[src/rtl/collatz_sched.sv]
// Round-robin scheduler that shares one collatz iterator between NREQ requesters.
// Optional iteration limit enabled by defining COLLATZ_SCHED_TIMEOUT_EN.
module collatz_sched #(
  parameter int NREQ       = 4,
  parameter int ID_BITS    = 2,
  parameter int COUNT_BITS = 16,
  parameter int MAX_ITER   = 1000
) (
  input  logic                    clk,
  input  logic                    reset_n,
  input  logic [NREQ-1:0]         req,
  input  logic [NREQ*32-1:0]      req_n,
  output logic [NREQ-1:0]         gnt,
  output logic                    cgo,
  output logic [31:0]             cn,
  input  logic                    cdone,
  output logic                    rsp_valid,
  input  logic                    rsp_ready,
  output logic [ID_BITS-1:0]      rsp_id,
  output logic [COUNT_BITS-1:0]   rsp_count,
  output logic                    rsp_err,
  output logic                    busy
);

  localparam int PW = ID_BITS + 1;

  typedef enum logic [1:0] {
    S_IDLE   = 2'd0,
    S_LAUNCH = 2'd1,
    S_RUN    = 2'd2,
    S_RESP   = 2'd3
  } state_t;

  state_t                  state_q, state_d;
  logic [ID_BITS-1:0]      ptr_q, ptr_d;
  logic [ID_BITS-1:0]      id_q, id_d;
  logic [31:0]             cn_q, cn_d;
  logic [COUNT_BITS-1:0]   count_q, count_d;
  logic [ID_BITS-1:0]      rsp_id_q, rsp_id_d;
  logic [COUNT_BITS-1:0]   rsp_count_q, rsp_count_d;
  logic                    rsp_err_q, rsp_err_d;

  logic [31:0]             req_val [NREQ];
  logic [NREQ-1:0]         req_rot;
  logic                    sel_found;
  logic [PW-1:0]           sel_off;
  logic [PW-1:0]           sel_sum;
  logic [ID_BITS-1:0]      sel_idx;
  logic [ID_BITS-1:0]      sel_next;
  logic [NREQ-1:0]         gnt_oh;

`ifdef COLLATZ_SCHED_TIMEOUT_EN
  localparam logic [COUNT_BITS-1:0] LIMIT_M1 = COUNT_BITS'(MAX_ITER - 1);
  localparam logic [COUNT_BITS-1:0] LIMIT    = COUNT_BITS'(MAX_ITER);
`else
  logic unused_max_iter;
  assign unused_max_iter = (MAX_ITER != 0);
`endif

  generate
    for (genvar gi = 0; gi < NREQ; gi++) begin : g_unpack
      assign req_val[gi] = req_n[32*gi +: 32];
    end
  endgenerate

  // Rotate requests so bit 0 is the pointer position; lowest set bit wins.
  always_comb begin
    req_rot   = NREQ'({req, req} >> ptr_q);
    sel_found = 1'b0;
    sel_off   = '0;
    for (int k = NREQ - 1; k >= 0; k--) begin
      if (req_rot[k]) begin
        sel_found = 1'b1;
        sel_off   = PW'(k);
      end
    end
    sel_sum = PW'(ptr_q) + sel_off;
    if (sel_sum >= PW'(NREQ)) begin
      sel_idx = ID_BITS'(sel_sum - PW'(NREQ));
    end else begin
      sel_idx = ID_BITS'(sel_sum);
    end
    if (sel_idx == ID_BITS'(NREQ - 1)) begin
      sel_next = '0;
    end else begin
      sel_next = sel_idx + 1'b1;
    end
  end

  always_comb begin
    gnt_oh = '0;
    if (state_q == S_IDLE && sel_found) begin
      gnt_oh[sel_idx] = 1'b1;
    end
  end

  always_comb begin
    state_d     = state_q;
    ptr_d       = ptr_q;
    id_d        = id_q;
    cn_d        = cn_q;
    count_d     = count_q;
    rsp_id_d    = rsp_id_q;
    rsp_count_d = rsp_count_q;
    rsp_err_d   = rsp_err_q;
    case (state_q)
      S_IDLE: begin
        if (sel_found) begin
          id_d    = sel_idx;
          cn_d    = req_val[sel_idx];
          ptr_d   = sel_next;
          state_d = S_LAUNCH;
        end
      end
      S_LAUNCH: begin
        count_d = '0;
        state_d = S_RUN;
      end
      S_RUN: begin
        if (cdone) begin
          rsp_id_d    = id_q;
          rsp_count_d = count_q;
          rsp_err_d   = 1'b0;
          state_d     = S_RESP;
        end
`ifdef COLLATZ_SCHED_TIMEOUT_EN
        else if (count_q == LIMIT_M1) begin
          rsp_id_d    = id_q;
          rsp_count_d = LIMIT;
          rsp_err_d   = 1'b1;
          state_d     = S_RESP;
        end
`endif
        else if (count_q != '1) begin
          count_d = count_q + 1'b1;
        end
      end
      S_RESP: begin
        if (rsp_ready) begin
          state_d = S_IDLE;
        end
      end
      default: state_d = S_IDLE;
    endcase
  end

  always_ff @(posedge clk or negedge reset_n) begin
    if (!reset_n) begin
      state_q     <= S_IDLE;
      ptr_q       <= '0;
      id_q        <= '0;
      cn_q        <= '0;
      count_q     <= '0;
      rsp_id_q    <= '0;
      rsp_count_q <= '0;
      rsp_err_q   <= 1'b0;
    end else begin
      state_q     <= state_d;
      ptr_q       <= ptr_d;
      id_q        <= id_d;
      cn_q        <= cn_d;
      count_q     <= count_d;
      rsp_id_q    <= rsp_id_d;
      rsp_count_q <= rsp_count_d;
      rsp_err_q   <= rsp_err_d;
    end
  end

  // Grant is combinational from IDLE, so mask it while reset is asserted.
  assign gnt       = gnt_oh & {NREQ{reset_n}};
  assign cgo       = (state_q == S_LAUNCH);
  assign cn        = cn_q;
  assign rsp_valid = (state_q == S_RESP);
  assign rsp_id    = rsp_id_q;
  assign rsp_count = rsp_count_q;
`ifdef COLLATZ_SCHED_TIMEOUT_EN
  assign rsp_err   = rsp_err_q;
`else
  assign rsp_err   = 1'b0;
`endif
  assign busy      = (state_q != S_IDLE);

`ifndef COLLATZ_SCHED_TIMEOUT_EN
  logic unused_err;
  assign unused_err = rsp_err_q;
`endif

endmodule

[config.mk]
export PLATFORM = sky130hd
export DESIGN_NAME = collatz_sched
export DESIGN_NICKNAME = d
export VERILOG_FILES = /design/src/rtl/collatz_sched.sv
export SDC_FILE = /design/constraint.sdc
export NUM_CORES = 1
export LEC_CHECK = 0
export CAP_MARGIN = 0
export CORE_MARGIN = 4
export CORE_UTILIZATION = 40
export DETAILED_ROUTE_END_ITERATION = 10
export DONT_BUFFER_PORTS = 1
export PLACE_DENSITY = 0.57
export SETUP_SLACK_MARGIN = 0.3
export SYNTH_ARGS = -nofsm -noshare
export SYNTH_HDL_FRONTEND = slang
export SYNTH_SLANG_ARGS = --single-unit
[constraint.sdc]
create_clock -name clk -period 7.55 [get_ports clk]
set_clock_uncertainty 0.05 [all_clocks]
set_input_delay 0.755 -clock clk [delete_from_list [all_inputs] [get_ports clk]]
set_output_delay 0.755 -clock clk [all_outputs]
set_load 0.02 [all_outputs]
======== Word level (Yosys, flattened, before mapping) ========
Cells that the tools add are included.
cells by class
  add/subtract/negate cells ............... 4
  order comparisons ....................... 4
  equal/unequal tests ..................... 10
  shift-type cells ........................ 1
  multiplexer cells ....................... 23
  bitwise gates (word level) .............. 2
  reduce and logical (&&, ||, !) cells .... 9
operators by type and width
  operator               number
  $bmux 32 s2            1
  $mux 32                2
  $mux 16                2
  $pmux 16 s2            1
  $add 16x1->16 const B  1
  $ne 16x16->1 const B   1
  $mux 2                 7
  $ne 2x2->1 const B     4
  $pmux 2 s4             1
  $shr 8x2->4            1
  $eq 2x2->1 const B     3
  $ge 3x3->1 const B     2
  $mux 3                 2
  $reduce_and 3->1       2
  $mux 1                 5
  $and 4x4->4            1
  $mux 4                 1
  $reduce_and 2->1       2
  $reduce_bool 2->1      2
  $add 2x3->3            1
  $lt 2x3->1 const B     1
  $not 2->3              1
  $add 2x1->2 const B    1
  $demux 1 s2            1
  other kinds (6)        7
storage, ports and cells
  register bits after elaboration ......... 72
  input bits .............................. 136
  output and inout port bits .............. 58

======== Longest topological paths before layout ========
Gate-level depths: netlist (run 1).
  depth in word-level cells ............... 14
  mapped depth ............................ 17
  depth with buffers taken out ............ 12

======== Least setup slack after synthesis (run 1) ========
No wires, ideal clock.
  kind .................................... in2out
  from .................................... input req[2]
  to ...................................... output gnt[2]
  arrival time ............................ 3232 ps
  slack ................................... 3513 ps
  stages .................................. 14
  path through ............................ buf_2 > inv_1 > buf_2 > a22oi_1 > nor2_1 > a311oi_1 > a21oi_1 > ha_1 > clkbuf_1 > xnor2_1 > o221ai_1 > buf_4 > buf_6 > nor3b_1
on the way
  word-level cells in the longest chain between the ends .. 14
RTL lines
  item                                                            line    RTL
  from (decl)                                                     11      input logic [NREQ-1:0] req,
  $shr 8x2->4 (*)                                                 68      req_rot = NREQ'({req, req} >> ptr_q);
  $mux 2 (2 in series)                                            72      if (req_rot[k]) begin
  $mux 3 (2 in series)                                            72
  $add 2x3->3                                                     77      sel_sum = PW'(ptr_q) + sel_off;
  $ge 3x3->1 or $sub 2x1->2 (tied branches)                       78, 79
  $mux 2                                                          78      if (sel_sum >= PW'(NREQ)) begin
  $lt 2x3->1 (not written as such) or $ge 2x1->1 (tied branches)  93      gnt_oh[sel_idx] = 1'b1;
  $logic_and 1x1->1 (not written as such)                         93
  $mux 1 (not written as such)                                    93
  $demux 1 s2                                                     93
  $mux 4 (*)                                                      92      if (state_q == S_IDLE && sel_found) begin
  $and 4x4->4 (*)                                                 170     assign gnt = gnt_oh & {NREQ{reset_n}};
  to (decl)                                                       13      output logic [NREQ-1:0] gnt,
Mark *: on every way between the ends. The rest lies on a longest branch, timed or not.

======== Worst setup path in the final report (run 1) ========
  from .................................... register ptr_q[1]
  to ...................................... output gnt[2]
on the way
  word-level cells in the longest chain between the ends .. 14
RTL lines
  item                                                            line    RTL
  from (decl)                                                     35      logic [ID_BITS-1:0] ptr_q, ptr_d;
  from (signal assigned)                                          159     ptr_q <= ptr_d;
  $shr 8x2->4                                                     68
  $mux 2 (2 in series)                                            72
  $mux 3 (2 in series)                                            72
  $add 2x3->3                                                     77
  $ge 3x3->1 or $sub 2x1->2 (tied branches)                       78, 79
  $mux 2                                                          78
  $lt 2x3->1 (not written as such) or $ge 2x1->1 (tied branches)  93
  $logic_and 1x1->1 (not written as such)                         93
  $mux 1 (not written as such)                                    93
  $demux 1 s2                                                     93
  $mux 4 (*)                                                      92
  $and 4x4->4 (*)                                                 170
Marked as above.

==> results.ini, run 1 <==
[layout]
layout.nets=641
fillers=1182
antenna_cells=0
seqCellArea_mm2=0.001802
area_growth_pct=7.644
drive_gt1_frac=0.1036
multi_input_area_mm2=0.003000

[floorplan]
die_w_um=120.1
io-pin-count=194
row_count=40
die_area_mm2=0.01442
start_util=0.4132
die_h_um=120.1
core_mm2=0.01216

[flow_run]
max_cap_viol_count=0

[logic_synthesis]
synth_nets=669
synthArstFlopShare=1.000
synth_cells=525
synth-edff-count=0
synth_area_leaders=dfrtp_1 36%, mux2i_1 12%, a221o_1 6.4%
ys_warn_count=0
avgSynthCellArea_um2=9.571
ys_seq_elements=72
synth_top_area_cell=dfrtp_1
ys_types=61
syn_area_mm2=0.005025
synth_top_area_share=0.3586
synth_ff_type=dfrtp_1
yosysMostFrequentCell=dfrtp_1
synth_common_cells=72 x dfrtp_1, 62 x mux2i_1, 43 x o21ai_0
yosysSeqAreaShare=0.3586

[timing]
setup_viol=0
max_freq_ghz=0.2099
worst_hold_slack_ns=0.05334
final.min_clock_period_ns=4.765
drv_slew=0
rsz0062_at_grt=false
finalSetupTns_ns=0
slew_headroom=0.2246
worst-slew-pin-transition_ns=1.163
hold_viol_final=0
timing.final.crit_share=0.6312

[clock_tree]
cts_setup_buffers=0
clkTransAtPathRegs_ns=0.06
numCtsBuffers=9
cts_sinks=72
cts_hold_buf=0
cts_tree=built
htreeDepth=3
ctsResizeCount=0
cts_root_buffer=clkbuf_16
clkLatencyLatePin_ns=0.34
cts_buffer_depth=2

[drt]
vias=4355
drt-initial-drc-count=259
ant_nets=0
viasPerCell=6.500
firstDrtPassIters=5
totalWireLength_um=15490
drc=0
wire_per_inst_um=23.12

[critical_path]
arrival_ns=3.96
r2r_setup_slack_ns=3.21
ff2ff_path_depth=14
crit_chain=nand2b_1 -> a2bb2oi_1 -> o32a_1 -> a21oi_1 -> ha_1 -> nand2_1 -> o221ai_4 -> buf_4 -> nor3b_1
r2r_end=cn[17]
critPathMaxStageDelay_ns=0.68
slowest_stage=o221ai_4
crit_type=reg2out
crit_required_ns=6.74
crit_fanout=21
startpoint_type=register
end_kind=output pin
reg2reg_from=ptr_q[1]

[global_routing]
grt_overflow=0
antenna_found_initial=0
first_global_vias=4370
track_usage=0.2141
grt_pass1_wl_um=24270
grt_max_degree=76

[place]
dpl.hpwl_um=10430
io_buffers=0
gp_congestion=0.8212

[power_and_ir_drop]
p_leak_nw=2.312
power_density_mw_per_mm2=460.2
ir_worst_vdd_uv=209.7

[run_status]
status=finished clean

[min_path]
hold_class=in2async

==> kinds of logic after synthesis <==
kind of cell    synth area share
other cells            0.0007463
compound gates            0.2931
mux                       0.1616
flops                     0.3586
buf+inv                  0.05428
simple gates             0.09263
fa+ha+maj                0.01992
xor+xnor                 0.01917
==> report_power, final <==
part | switching [mW] | total, mW | leakage (nW) | internal [mW]
Sequential | 0.226 | 0.735 | 0.900 | 0.509
Combinational | 0.763 | 1.31 | 1.27 | 0.549
Clock | 0.184 | 0.442 | 0.146 | 0.259
Total | 1.17 | 2.49 | 2.31 | 1.32
==> layout by cell type, fill, tap and decap left out, types with 11 or more instances in the layout <==
master   count
dfrtp_1     72
a22o_1      32
nor2_1      18
a21oi_1     37
mux2_2      17
mux2i_1     62
a221o_1     32
inv_1       11
o21ai_0     43
o22ai_1     30
nand2_1     29
==> sequential cells by signal, summed over array words and instances, names as in the netlist <==
signal and flops:
ptr_q 2, id_q 2, rsp_count 16, rsp_id 2
state_q 2, count_q 16, cn 32
==> metrics by stage <==
step                      total power, mW    util  instance area (um^2)  setup slack [ns]  cells
final                               2.489  0.4448                  5409             2.785    670
after global routing                2.671  0.4448                  5409             2.467    670
after CTS                           2.517  0.4448                  5409             2.752    670
after detailed placement            2.065  0.4199                  5106             2.892    654
after global placement              2.028  0.4199                  5106             2.956    654
after floorplan                     1.783       -                  5025             3.513    525
==> worst max-delay path: cells and delay by family (launching register included) <==
family | cells | cell delay (ns)
AND/OR/NAND/NOR | 3 | 1.07
adder cells (fa/ha/maj) | 1 | 0.33
AO/OA/AOI/OAI | 4 | 1.07
flip-flops | 1 | 0.66
buffers and inverters | 1 | 0.47
==> per-layer routing <==
metal / wire length [um] / vias to the layer above / GRT usage
met5: 0 / - / 0
met4: 282 / 0 / 0.06514
met3: 1547 / 26 / 0.08765
met2: 7473 / 193 / 0.3565
met1: 6187 / 2146 / 0.2523
li1: - / 1990 / -
==> cell type report <==
class	instances	share of cell area
Timing Repair Buffer	7	0.009715
Clock buffer	9	0.04164
Clock inverter	7	0.01434
Multi-Input combinational cell	396	0.5547
Sequential cell	72	0.3331
Tap cell	168	0.03886
Inverter	11	0.007634
==> how the worst max path moves through the flow <==
stage,startpoint,end
after floorplan,req[2],gnt[2]
after global placement,req[2],gnt[2]
after detailed placement,req[2],gnt[2]
after CTS,ptr_q[1],gnt[2]
after global routing,ptr_q[1],gnt[2]
final,ptr_q[1],gnt[2]
(Power assumes the default switching activity.)
==> run 2: changes to the inputs <==
- clock period: 7.55 -> 4.71 ns (I/O delays scaled with it)
==> results.ini, run 2 (synthesis results as in run 1) <==
[run_status]
status=finished clean

[critical_path]
crit_chain=nand2b_1 -> a2bb2oi_1 -> o32a_1 -> a21oi_1 -> ha_1 -> nand2_1 -> o221ai_4 -> nor3b_1
end_kind=output pin
cpLargestDelayFamily=compound AO/OA/AOI/OAI gates
crit_required_ns=4.19
arrival_ns=3.54
crit_type=reg2out
startpoint_type=register
slowest_stage=o221ai_4
crit_buf_inv=0
crit_fanout=20
critPathMaxStageDelay_ns=0.72

[floorplan]
die_w_um=120.1
io-pin-count=194
start_util=0.4132
core_mm2=0.01216
row_count=40
die_h_um=120.1
die_area_mm2=0.01442

[timing]
finalSetupTns_ns=0
timing.final.crit_share=0.8622
setup_viol=0
hold_viol_final=0
max_freq_ghz=0.2462
final.min_clock_period_ns=4.061
worst-slew-pin-transition_ns=1.198
rsz0062_at_grt=false
slew_headroom=0.2012
drv_slew=0

[drt]
drt-initial-drc-count=330
drc=0
vias=4339
firstDrtPassIters=4
ant_nets=0
wire_per_inst_um=23.25
viasPerCell=6.447
totalWireLength_um=15640

[global_routing]
grt_pass1_wl_um=24780
first_global_vias=4416
grt_max_degree=73
antenna_found_initial=0
grt_overflow=0
track_usage=0.2174

[clock_tree]
clkLatencyLatePin_ns=0.33
cts_root_buffer=clkbuf_16
cts_tree=built
ctsResizeCount=0
cts_buffer_depth=2
htreeDepth=3
clkTransAtPathRegs_ns=0.07
cts_setup_buffers=0
cts_sinks=72
numCtsBuffers=9
cts_hold_buf=2

[layout]
drive_gt1_frac=0.1069
area_growth_pct=9.089
layout.nets=644
final_util=0.4507
antenna_cells=0
mostFrequentLayoutCell=dfrtp_1
largest_reg_flops=32
fillers=1172
layout_common_cells=72 x dfrtp_1, 62 x mux2i_1, 43 x o21ai_0, 37 x a21oi_1

[min_path]
hold_class=in2reg

[place]
io_buffers=0
dpl.hpwl_um=10440
gp_congestion=0.8071

[power_and_ir_drop]
ir_worst_vdd_uv=377.8
p_leak_nw=2.344
power_density_mw_per_mm2=736.9

[flow_run]
max_cap_viol_count=0

## run 2: area by class of cell
class | instances | area (um^2) | area share
Timing Repair Buffer | 10 | 122.6 | 0.02237
Inverter | 11 | 41.29 | 0.007533
Clock inverter | 7 | 80.08 | 0.01461
Multi-Input combinational cell | 396 | 3000 | 0.5474
Clock buffer | 9 | 225.2 | 0.04109
Tap cell | 168 | 210.2 | 0.03835
Sequential cell | 72 | 1802 | 0.3287
## run 2: metrics by stage
stage / std cells / hold WS (ns) / setup slack [ns] / instance area [um^2] / power (mW)
finish: 673 / 0.1827 / 0.6489 / 5482 / 4.039
CTS: 673 / 0.1741 / 0.6220 / 5482 / 4.080
global placement: 655 / 0.1283 / 1.080 / 5139 / 3.286
global route: 673 / 0.1740 / 0.3940 / 5482 / 4.327
detailed placement: 655 / 0.1287 / 1.007 / 5139 / 3.343
floorplan: 525 / 0.1254 / 1.241 / 5025 / 2.859
## run 2: where the power goes
group	switching [mW]	total, mW	leakage [nW]	internal [mW]
Sequential	0.364	1.18	0.900	0.815
Combinational	1.24	2.15	1.30	0.911
Clock	0.293	0.710	0.148	0.417
## run 2: final timing paths
path                            slack [ns]         end  startpoint  depth (start not counted)
min in group asynchronous             0.61       cn[1]     reset_n                          2
worst min-delay path                  0.18  count_q[2]       cdone                          1
worst max register to register        1.00      cn[24]    ptr_q[1]                         11
max in group asynchronous             3.64    ptr_q[1]     reset_n                          2
worst min register to register        0.45     id_q[1]     id_q[1]                          2
worst max-delay path                  0.65      gnt[2]    ptr_q[1]                          8
## run 2: per-layer routing
metal / GRT usage / up-vias / share of wire
met5: 0 / - / 0
met4: 0.06729 / 0 / 0.017
met1: 0.2739 / 2138 / 0.42
li1: - / 1991 / -
met3: 0.07917 / 23 / 0.088
met2: 0.3477 / 187 / 0.48
==> run 3: changes to the inputs <==
- GPL_TIMING_DRIVEN: unset -> 0
==> results.ini, run 3 (synthesis results as in run 1) <==
[floorplan]
start_util=0.4132
io-pin-count=194
row_count=40
die_area_mm2=0.01442
die_w_um=120.1
die_h_um=120.1
core_mm2=0.01216

[timing]
setup_viol=0
hold_viol_final=0
slew_headroom=0.5041
drv_slew=0
worst-slew-pin-transition_ns=0.7386
timing.final.crit_share=0.8463
max_freq_ghz=0.2509
final.min_clock_period_ns=3.986
finalSetupTns_ns=0
rsz0062_at_grt=false

[power_and_ir_drop]
power_density_mw_per_mm2=725.0
p_seq_frac=0.288
pwr-share-clk=0.161
internal_power_mw=2.113
swShare=0.4746
p_sw_mw=1.908
ir_worst_vdd_uv=373.4
p_leak_nw=2.379
combPwrFrac=0.551

[global_routing]
first_global_vias=4507
grt_overflow=0
grt_max_degree=73
track_usage=0.2178
antenna_found_initial=0
grt_pass1_wl_um=24690

[layout]
drive_gt1_frac=0.1087
final_area_mm2=0.005545
largest_reg_flops=32
fillers=1187
layout_common_cells=72 x dfrtp_1, 62 x mux2i_1, 43 x o21ai_0, 37 x a21oi_1
area_growth_pct=10.36
mostFrequentLayoutCell=dfrtp_1
antenna_cells=0
layout.nets=682

[clock_tree]
numCtsBuffers=9
cts_tree=built
cts_sinks=72
htreeDepth=3
cts_setup_buffers=0
clkTransAtPathRegs_ns=0.06
cts_root_buffer=clkbuf_16
clkLatencyLatePin_ns=0.34
cts_buffer_depth=2

[drt]
firstDrtPassIters=5
drc=0
wire_per_inst_um=22.11
vias=4466
ant_nets=0
viasPerCell=6.281
totalWireLength_um=15720
drt-initial-drc-count=223

[critical_path]
crit_required_ns=4.19
r2r_setup_slack_ns=1.14
arrival_ns=3.47
cp-startpoint=ptr_q[1]
crit_type=reg2out
endpoint=gnt[2]
startpoint_type=register
crit_fanout=10
end_kind=output pin
r2r_end=cn[4]
reg2reg_from=ptr_q[1]
ff2ff_path_depth=15

[flow_run]
max_cap_viol_count=0

[min_path]
hold_class=in2reg

[place]
dpl.hpwl_um=11340
gp_congestion=0.8397
placed_area_mm2=0.005235
io_buffers=0

[run_status]
status=finished clean

## run 3: changes by cell type in the layout (fill, tap and decap cells not counted), sizes merged
cell,before,now
buf,9,23
clkinv,3,1
clkinvlp,1,4
inv,13,12
clkbuf,9,34
bufinv,1,0
## run 3: critical path, cell delays in order, from the launching register on
cell	delay, ns
dfrtp_1	0.45
buf_4	0.21
nand2_1	0.07
a22oi_1	0.14
nor2_1	0.06
a311oi_1	0.25
a21oi_1	0.07
ha_1	0.20
clkbuf_1	0.18
xnor2_1	0.21
o221ai_1	0.21
buf_4	0.27
buf_6	0.21
nor3b_1	0.59
## run 3: repair_timing
action	in CTS	in global routing
endpoints found under the hold margin	72	0
hold buffers	2	0
resized for setup	0	0
## run 3: metrics by stage
step                      hold slack [ns]  total power [mW]  utilization  std cells  setup slack (ns)
final                              0.2979             4.021       0.4560        711            0.7238
after global routing               0.3073             4.316       0.4560        711            0.4554
after CTS                          0.2855             4.045       0.4560        711            0.7285
after detailed placement           0.1282             3.368       0.4305        693            0.8674
after global placement             0.1284             3.315       0.4305        693            0.8761
after floorplan                    0.1254             2.859            -        525             1.241
## run 3: worst min-delay path by stage
| stage | startpoint | to | slack, ns | cells after the start |
|---|---|---|---|---|
| 3_5_place_dp | reset_n | cn[1] | 0.13 | 0 |
| 6_report | req_n[22] | cn[22] | 0.30 | 2 |
| 4_1_cts | req_n[11] | cn[11] | 0.29 | 2 |
| 5_1_grt | req_n[14] | cn[14] | 0.31 | 2 |
| 3_3_place_gp | reset_n | cn[1] | 0.13 | 0 |
| 2_1_floorplan | reset_n | cn[0] | 0.13 | 0 |
## run 3: area by class of cell
class	count	area, um^2	area share
buffer	46	231.5	0.04174
clock buffer	10	229.0	0.04129
clock inverter	6	43.79	0.007897
inverter	11	41.29	0.007446
multi-input combinational	396	2950	0.5320
sequential	72	1802	0.3249
tap	168	210.2	0.03791
timing repair buffer	2	37.54	0.006769
## run 3: metal layers
| layer | up-vias | global-route usage | part of all wire |
|---|---|---|---|
| li1 | 2080 | - | - |
| met1 | 2195 | 0.2667 | 0.42 |
| met2 | 174 | 0.3590 | 0.49 |
| met3 | 17 | 0.08294 | 0.084 |
| met4 | 0 | 0.05870 | 0.011 |
| met5 | - | 0 | 0 |
## run 3: power groups by stage
| stage | combinational (mW) | sequential, mW | clock (mW) |
|---|---|---|---|
| after CTS | 2.21 | 1.16 | 0.668 |
| after global placement | 2.15 | 1.17 | 0 |
| after detailed placement | 2.20 | 1.17 | 0 |
| after floorplan | 1.75 | 1.11 | 0 |
| final | 2.22 | 1.16 | 0.648 |
| after global routing | 2.45 | 1.18 | 0.690 |
